===== src/rtl/wb_bus_unit_pkg.sv =====
// Shared encodings for the write-back unit: bus-C select codes, load funct3
// codes and the skid-queue state encoding.
package wb_bus_unit_pkg;

  localparam logic [1:0] WB_ALU  = 2'b00;
  localparam logic [1:0] WB_LOAD = 2'b01;
  localparam logic [1:0] WB_UI   = 2'b10;
  localparam logic [1:0] WB_PCUI = 2'b11;

  localparam logic [2:0] F3_LB  = 3'b000;
  localparam logic [2:0] F3_LH  = 3'b001;
  localparam logic [2:0] F3_LW  = 3'b010;
  localparam logic [2:0] F3_LD  = 3'b011;
  localparam logic [2:0] F3_LBU = 3'b100;
  localparam logic [2:0] F3_LHU = 3'b101;
  localparam logic [2:0] F3_LWU = 3'b110;

  localparam logic [1:0] Q_EMPTY = 2'd0;
  localparam logic [1:0] Q_ONE   = 2'd1;
  localparam logic [1:0] Q_FULL  = 2'd2;

endpackage


===== src/rtl/wb_bus_unit_if.sv =====
// Register-file write port: valid/ready handshake carrying destination and data.
// The write-back unit is the master, the register file is the slave.
interface wb_bus_unit_if #(
  parameter int XLEN = 32,
  parameter int RA_W = 5
);
  logic            rf_valid_o;
  logic            rf_ready_i;
  logic [RA_W-1:0] rf_waddr_o;
  logic [XLEN-1:0] rf_wdata_o;

  modport master (output rf_valid_o, output rf_waddr_o, output rf_wdata_o, input rf_ready_i);
  modport slave  (input rf_valid_o, input rf_waddr_o, input rf_wdata_o, output rf_ready_i);
endinterface


===== src/rtl/wb_bus_unit_load_align.sv =====
// Sub-word load alignment: extracts the addressed lane from a naturally aligned
// word and sign/zero-extends it, flagging misaligned or unsupported widths.
module wb_load_align
  import wb_bus_unit_pkg::*;
#(
  parameter int XLEN = 32,
  localparam int OFS_W = $clog2(XLEN/8)
) (
  input  logic [2:0]       funct3_i,
  input  logic [XLEN-1:0]  d_in_i,
  input  logic [OFS_W-1:0] addr_lo_i,
  output logic [XLEN-1:0]  data_o,
  output logic             illegal_o
);
  logic [XLEN-1:0] lane;

  // Shifting the addressed byte down to bit 0 makes every width a low slice.
  assign lane = d_in_i >> {addr_lo_i, 3'b000};

  // NOTE: both outputs get a default before the case so no path leaves them
  // unassigned, which would otherwise infer a latch.
  always_comb begin
    data_o    = '0;
    illegal_o = 1'b0;
    case (funct3_i)
      F3_LB:  data_o = XLEN'($signed(lane[7:0]));
      F3_LBU: data_o = XLEN'(lane[7:0]);
      F3_LH: begin
        illegal_o = addr_lo_i[0];
        data_o    = XLEN'($signed(lane[15:0]));
      end
      F3_LHU: begin
        illegal_o = addr_lo_i[0];
        data_o    = XLEN'(lane[15:0]);
      end
      F3_LW: begin
        illegal_o = |addr_lo_i[1:0];
        data_o    = XLEN'($signed(lane[31:0]));
      end
      F3_LWU: begin
        illegal_o = (XLEN == 32) || (|addr_lo_i[1:0]);
        data_o    = XLEN'(lane[31:0]);
      end
      F3_LD: begin
        illegal_o = (XLEN == 32) || (|addr_lo_i);
        data_o    = lane;
      end
      default: illegal_o = 1'b1;
    endcase
  end
endmodule


===== src/rtl/wb_bus_unit.sv =====
// Registered write-back select feeding a 2-entry skid queue toward the
// register-file write port, so issue can continue while the register file stalls.
module wb_bus_unit
  import wb_bus_unit_pkg::*;
#(
  parameter int XLEN = 32,
  parameter int RA_W = 5,
  localparam int OFS_W = $clog2(XLEN/8)
) (
  input  logic              clk,
  input  logic              rst_n,
  input  logic              wb_valid_i,
  output logic              wb_ready_o,
  input  logic [1:0]        wb_sel_i,
  input  logic [2:0]        wb_funct3_i,
  input  logic [RA_W-1:0]   wb_rd_i,
  input  logic [XLEN-1:0]   alu_out_i,
  input  logic [XLEN-1:0]   d_in_i,
  input  logic [OFS_W-1:0]  addr_lo_i,
  input  logic [XLEN-1:0]   pc_i,
  input  logic [XLEN-1:0]   ui_offset_i,
  wb_bus_unit_if.master     rf,
  output logic              err_o
);
  logic [XLEN-1:0] load_data, result;
  logic            load_illegal, accept, drop_bad, enq, deq;

  logic [1:0]      state_q, state_d;
  logic [RA_W-1:0] head_rd_q, head_rd_d, tail_rd_q, tail_rd_d;
  logic [XLEN-1:0] head_dat_q, head_dat_d, tail_dat_q, tail_dat_d;
  logic            ready_q, ready_d, err_q, err_d;

  wb_load_align #(.XLEN(XLEN)) u_align (
    .funct3_i  (wb_funct3_i),
    .d_in_i    (d_in_i),
    .addr_lo_i (addr_lo_i),
    .data_o    (load_data),
    .illegal_o (load_illegal)
  );

  always_comb begin
    result = alu_out_i;
    case (wb_sel_i)
      WB_LOAD: result = load_data;
      WB_UI:   result = ui_offset_i;
      WB_PCUI: result = pc_i + ui_offset_i;
      default: result = alu_out_i;
    endcase
  end

  // Bad loads and writes to x0 are consumed without occupying a queue slot.
  assign accept   = wb_valid_i && ready_q;
  assign drop_bad = (wb_sel_i == WB_LOAD) && load_illegal;
  assign enq      = accept && !drop_bad && (wb_rd_i != '0);
  assign deq      = (state_q != Q_EMPTY) && rf.rf_ready_i;

  always_comb begin
    state_d    = state_q;
    head_rd_d  = head_rd_q;
    head_dat_d = head_dat_q;
    tail_rd_d  = tail_rd_q;
    tail_dat_d = tail_dat_q;
    case (state_q)
      Q_EMPTY: if (enq) begin
        head_rd_d  = wb_rd_i;
        head_dat_d = result;
        state_d    = Q_ONE;
      end
      Q_ONE: if (enq && deq) begin
        head_rd_d  = wb_rd_i;
        head_dat_d = result;
      end else if (enq) begin
        tail_rd_d  = wb_rd_i;
        tail_dat_d = result;
        state_d    = Q_FULL;
      end else if (deq) begin
        state_d    = Q_EMPTY;
      end
      Q_FULL: if (deq) begin
        head_rd_d  = tail_rd_q;
        head_dat_d = tail_dat_q;
        state_d    = Q_ONE;
      end
      default: state_d = Q_EMPTY;
    endcase
    ready_d = (state_d != Q_FULL);
    err_d   = accept && drop_bad;
  end

  // NOTE: state registers use non-blocking assignments so every flop samples
  // the pre-edge values regardless of block ordering.
  // NOTE: the queue storage is a pair of registers, so it is cleared on reset
  // to keep rf_waddr_o/rf_wdata_o at zero out of reset.
  always_ff @(posedge clk or negedge rst_n) begin
    if (!rst_n) begin
      state_q    <= Q_EMPTY;
      head_rd_q  <= '0;
      head_dat_q <= '0;
      tail_rd_q  <= '0;
      tail_dat_q <= '0;
      ready_q    <= 1'b1;
      err_q      <= 1'b0;
    end else begin
      state_q    <= state_d;
      head_rd_q  <= head_rd_d;
      head_dat_q <= head_dat_d;
      tail_rd_q  <= tail_rd_d;
      tail_dat_q <= tail_dat_d;
      ready_q    <= ready_d;
      err_q      <= err_d;
    end
  end

  assign wb_ready_o    = ready_q;
  assign err_o         = err_q;
  assign rf.rf_valid_o = (state_q != Q_EMPTY);
  assign rf.rf_waddr_o = head_rd_q;
  assign rf.rf_wdata_o = head_dat_q;
endmodule


===== src/flat_wrapper.sv =====
// flat-port wrapper written by rule: the top's interface ports become plain ports
module wb_bus_unit_flat import wb_bus_unit_pkg::*;
#(
  parameter int XLEN = 32,
  parameter int RA_W = 5,
  localparam int OFS_W = $clog2(XLEN/8)
)
  (clk, rst_n, wb_valid_i, wb_ready_o, wb_sel_i, wb_funct3_i, wb_rd_i, alu_out_i, d_in_i, addr_lo_i, pc_i, ui_offset_i, err_o, rf_rf_valid_o, rf_rf_waddr_o, rf_rf_wdata_o, rf_rf_ready_i);
  wb_bus_unit_if #(.XLEN(XLEN), .RA_W(RA_W)) rf_i ();
  input  logic clk;
  input  logic rst_n;
  input  logic wb_valid_i;
  output logic wb_ready_o;
  input  logic [1:0] wb_sel_i;
  input  logic [2:0] wb_funct3_i;
  input  logic [RA_W-1:0] wb_rd_i;
  input  logic [XLEN-1:0] alu_out_i;
  input  logic [XLEN-1:0] d_in_i;
  input  logic [OFS_W-1:0] addr_lo_i;
  input  logic [XLEN-1:0] pc_i;
  input  logic [XLEN-1:0] ui_offset_i;
  output logic err_o;
  output wire logic [$bits(rf_i.rf_valid_o)-1:0] rf_rf_valid_o;
  output wire logic [$bits(rf_i.rf_waddr_o)-1:0] rf_rf_waddr_o;
  output wire logic [$bits(rf_i.rf_wdata_o)-1:0] rf_rf_wdata_o;
  input wire logic [$bits(rf_i.rf_ready_i)-1:0] rf_rf_ready_i;
  assign rf_rf_valid_o = rf_i.rf_valid_o;
  assign rf_rf_waddr_o = rf_i.rf_waddr_o;
  assign rf_rf_wdata_o = rf_i.rf_wdata_o;
  assign rf_i.rf_ready_i = rf_rf_ready_i;
  wb_bus_unit #(.XLEN(XLEN), .RA_W(RA_W)) u_core (.clk(clk), .rst_n(rst_n), .wb_valid_i(wb_valid_i), .wb_ready_o(wb_ready_o), .wb_sel_i(wb_sel_i), .wb_funct3_i(wb_funct3_i), .wb_rd_i(wb_rd_i), .alu_out_i(alu_out_i), .d_in_i(d_in_i), .addr_lo_i(addr_lo_i), .pc_i(pc_i), .ui_offset_i(ui_offset_i), .rf(rf_i), .err_o(err_o));
endmodule

===== config.mk =====
export PLATFORM = sky130hd
export DESIGN_NAME = wb_bus_unit_flat
export DESIGN_NICKNAME = d
export VERILOG_FILES = /design/src/rtl/wb_bus_unit_pkg.sv /design/src/rtl/wb_bus_unit_if.sv /design/src/rtl/wb_bus_unit_load_align.sv /design/src/rtl/wb_bus_unit.sv /design/src/flat_wrapper.sv
export SDC_FILE = /design/constraint.sdc
export NUM_CORES = 1
export LEC_CHECK = 0
export CELL_PAD_IN_SITES_DETAIL_PLACEMENT = 0
export CELL_PAD_IN_SITES_GLOBAL_PLACEMENT = 1
export CORE_MARGIN = 3
export CORE_UTILIZATION = 36
export CTS_CLUSTER_SIZE = 10
export DETAILED_ROUTE_END_ITERATION = 6
export PLACE_DENSITY_LB_ADDON = 0.3
export SLEW_MARGIN = 20
export SYNTH_ARGS = -nofsm -noshare
export SYNTH_HDL_FRONTEND = slang
export SYNTH_SLANG_ARGS = --single-unit

===== constraint.sdc =====
create_clock -name clk -period 2.5 [get_ports clk]
set_input_delay 0.375 -clock clk [delete_from_list [all_inputs] [get_ports clk]]
set_output_delay 0.375 -clock clk [all_outputs]
set_load 0.01 [all_outputs]

==> run metrics <==
Final min period 2440 ps; Final ANT Viol Nets 0; CP arrival 2670 ps; # DRC 0; Iter 0 DRT Violations 608; CTS clock-pin slew for the worst setup and hold paths 60 ps; Critical Path Sink u_core.rf.rf_wdata_o[25]; run status finished clean; Post-Syn Nets 1081; max_slew headroom 0.581; Yosys top cell area share 0.282; clk_skew 7.33 ps; final setup fails 0; Distinct cells, synth 71; vias 8216; # rows 49; Skew-Pair Late Insertion Delay 340 ps; Peak VDD IR 0.441 mV; DR vias/cell 5.62; Place WS -738 ps; Worst Hold Class in2async; vias in the first global route 7995; Ys Warns 0; Worst Tran Pin Value 627 ps; Starting Density 0.373; initial antenna violation count 1; r2r setup slk 420 ps; Startpoint Class input port; wire per inst 19.4 µm; Top FF cell, synth dfrtp_1; cts-stage hold buffer count 0; setup TNS 0 ps; register area share after synthesis 0.285; DP Wirelength 21700 µm; share of layout cells above drive strength 1 0.262; port buffer count 183; TritonCTS Buffers 9; Synth area leader dfrtp_1; first-pass GRT wire length 43200 µm; clock root cell clkbuf_16; Synth Cell Area 6840 µm²; Worst R2R Path Depth 7; CTS sink count 78; Clock Path Buffers 2; Critical Path Sink Type register; Die W 144 µm; Slew Viols, Final 0; max frequency 409 MHz; Final Hold Viols 0; Boundary Pins 184; Tcrit/Tclk final 0.978; Synth area leaders dfrtp_1 28%, nand2_1 8.6%, a21oi_1 6.7%, ha_1 5.7%, mux2i_1 5.1%; Die H 144 µm; crit path max fanout 4; GRT Total Usage 0.267; asr flop ratio synth 1.00; die area 20700 µm²; DRT Pass-1 Iters 7; type of the worst setup path in2reg; # nets final 1403; PD cells 624 nW/µm²; CTS tree done; critical path required time 2730 ps; RR Endpoint u_core.rf.rf_wdata_o[9]; area grow syn2layout 62.3%; largest net degree at the start of global routing 51; Max-Cap Viols 0; final WL 28300 µm; core area 18300 µm²; Syn Inst Count 905; GPL Wtd Cong 0.949; H-tree levels 3; static leakage 0.00494 µW; RR Startpoint u_core.state_q[0]; crit path setup slack, layout 55.5 ps; crit path launch ui_offset_i[4]; fill cell count 1680; Syn Area/Cell 7.56 µm²; number of flops mapped to enable cells by yosys 0; GRT overflow 0; synthesized flop and latch total 78
-- sequential cells by signal, indices dropped and copies added (netlist names) --
register              flops
u_core.rf.rf_wdata_o     32
u_core.err_o              1
u_core.wb_ready_o         1
u_core.state_q            2
u_core.tail_dat_q        32
u_core.tail_rd_q          5
u_core.rf.rf_waddr_o      5
-- what timing repair did --
action | in CTS | in global routing
pin swaps | 22 | 36
buffers inserted | 4 | 3
gates resized for setup | 73 | 91
endpoints found under the setup margin | 45 | 44
-- cells in the mapped netlist (3+ instances only) --
cell	count
nand4_1	9
xnor2_1	8
o22ai_1	8
o21bai_1	8
o21ai_0	65
o221ai_1	6
nor3_1	14
o31ai_1	5
a31o_2	5
xor2_1	9
or3_1	12
mux2_2	8
o2111ai_1	3
buf_1	4
dfrtp_1	77
a21oi_1	92
and3_1	15
o21ai_1	6
a21o_1	14
mux2i_1	35
inv_1	19
nand2b_1	10
a211oi_1	15
nand3_1	15
buf_2	12
o211ai_1	13
o21a_1	6
nor2_1	82
nor2b_1	14
and2_1	4
clkbuf_1	41
nand2_1	157
a31oi_1	28
o31a_1	5
ha_1	31
or2_2	4
-- worst min path at each step --
stage,start,end,cells after the start
after global placement,rst_n,u_core.rf.rf_waddr_o[1],1
final,rst_n,u_core.rf.rf_waddr_o[1],1
after global routing,rst_n,u_core.rf.rf_waddr_o[2],1
after detailed placement,rst_n,u_core.rf.rf_waddr_o[2],1
after floorplan,rst_n,u_core.err_o,0
after CTS,rst_n,u_core.rf.rf_waddr_o[2],1
-- metal layers --
| metal | track usage | vias to the layer above | share of wire |
|---|---|---|---|
| met5 | 0 | - | 0 |
| met4 | 0.0818 | 0 | 0.031 |
| met3 | 0.0469 | 54 | 0.078 |
| li1 | - | 3930 | - |
| met1 | 0.366 | 3862 | 0.43 |
| met2 | 0.430 | 370 | 0.46 |
-- where the power goes --
group	switching, µW	internal, µW	total, µW
logic	1670	1810	3480
registers	377	1860	2240
clock network	537	677	1210
-- stage by stage --
stage	total power [µW]	instance area (µm²)	hold slack [ps]	utilization	std cells
final	6930	11100	39.6	0.606	1462
after CTS	6840	10700	58.7	0.584	1458
after global routing	7390	11100	93.4	0.606	1462
after global placement	5480	10100	425	0.553	1439
after detailed placement	5520	10100	428	0.553	1439
after floorplan	3700	6840	79.4	-	905
-- worst max-delay path, stage by stage --
cell and delay, ps:
clkdlybuf4s15_2 210, ha_4 240, a21o_1 210, a31o_2 240, buf_6 120, o211ai_1 170, buf_4 160, a21oi_2 60
o31a_1 300, a311o_1 340, mux2i_1 170, a21oi_1 80
-- cell type report --
type | instances | area (µm²) | share of cell area
Antenna cell | 1 | 2.50 | 0.000225
Clock buffer | 10 | 229 | 0.0206
Clock inverter | 6 | 46.3 | 0.00417
Inverter | 19 | 71.3 | 0.00642
Multi-Input combinational cell | 747 | 5170 | 0.465
Sequential cell | 78 | 1950 | 0.176
Tap cell | 229 | 287 | 0.0258
Timing Repair Buffer | 372 | 3350 | 0.302
-- placed cells by master, fill, tap and decap left out, types with 16 or more instances in the layout --
cell type	instances
buf_4	181
nand2_1	157
clkdlybuf4s50_1	141
a21oi_2	17
dlymetal6s2s_1	18
inv_1	16
ha_4	19
a31oi_1	26
nor2_1	79
dfrtp_1	77
o21ai_0	52
mux2i_1	34
a21oi_1	71
-- logic make-up (layout without fill, tap and decap cells) --
logic type,after synthesis,count (layout),synth area share
multiplexers,44,44,0.0677
AND/OR/NAND/NOR,346,346,0.230
XOR/XNOR,17,17,0.0218
flip-flops,78,78,0.285
adder cells (fa/ha/maj),32,32,0.0596
other,0,1,0
buffers and inverters,80,407,0.0494
AO/OA/AOI/OAI,308,308,0.286
Note: power is estimated with default switching activity, not from simulation.
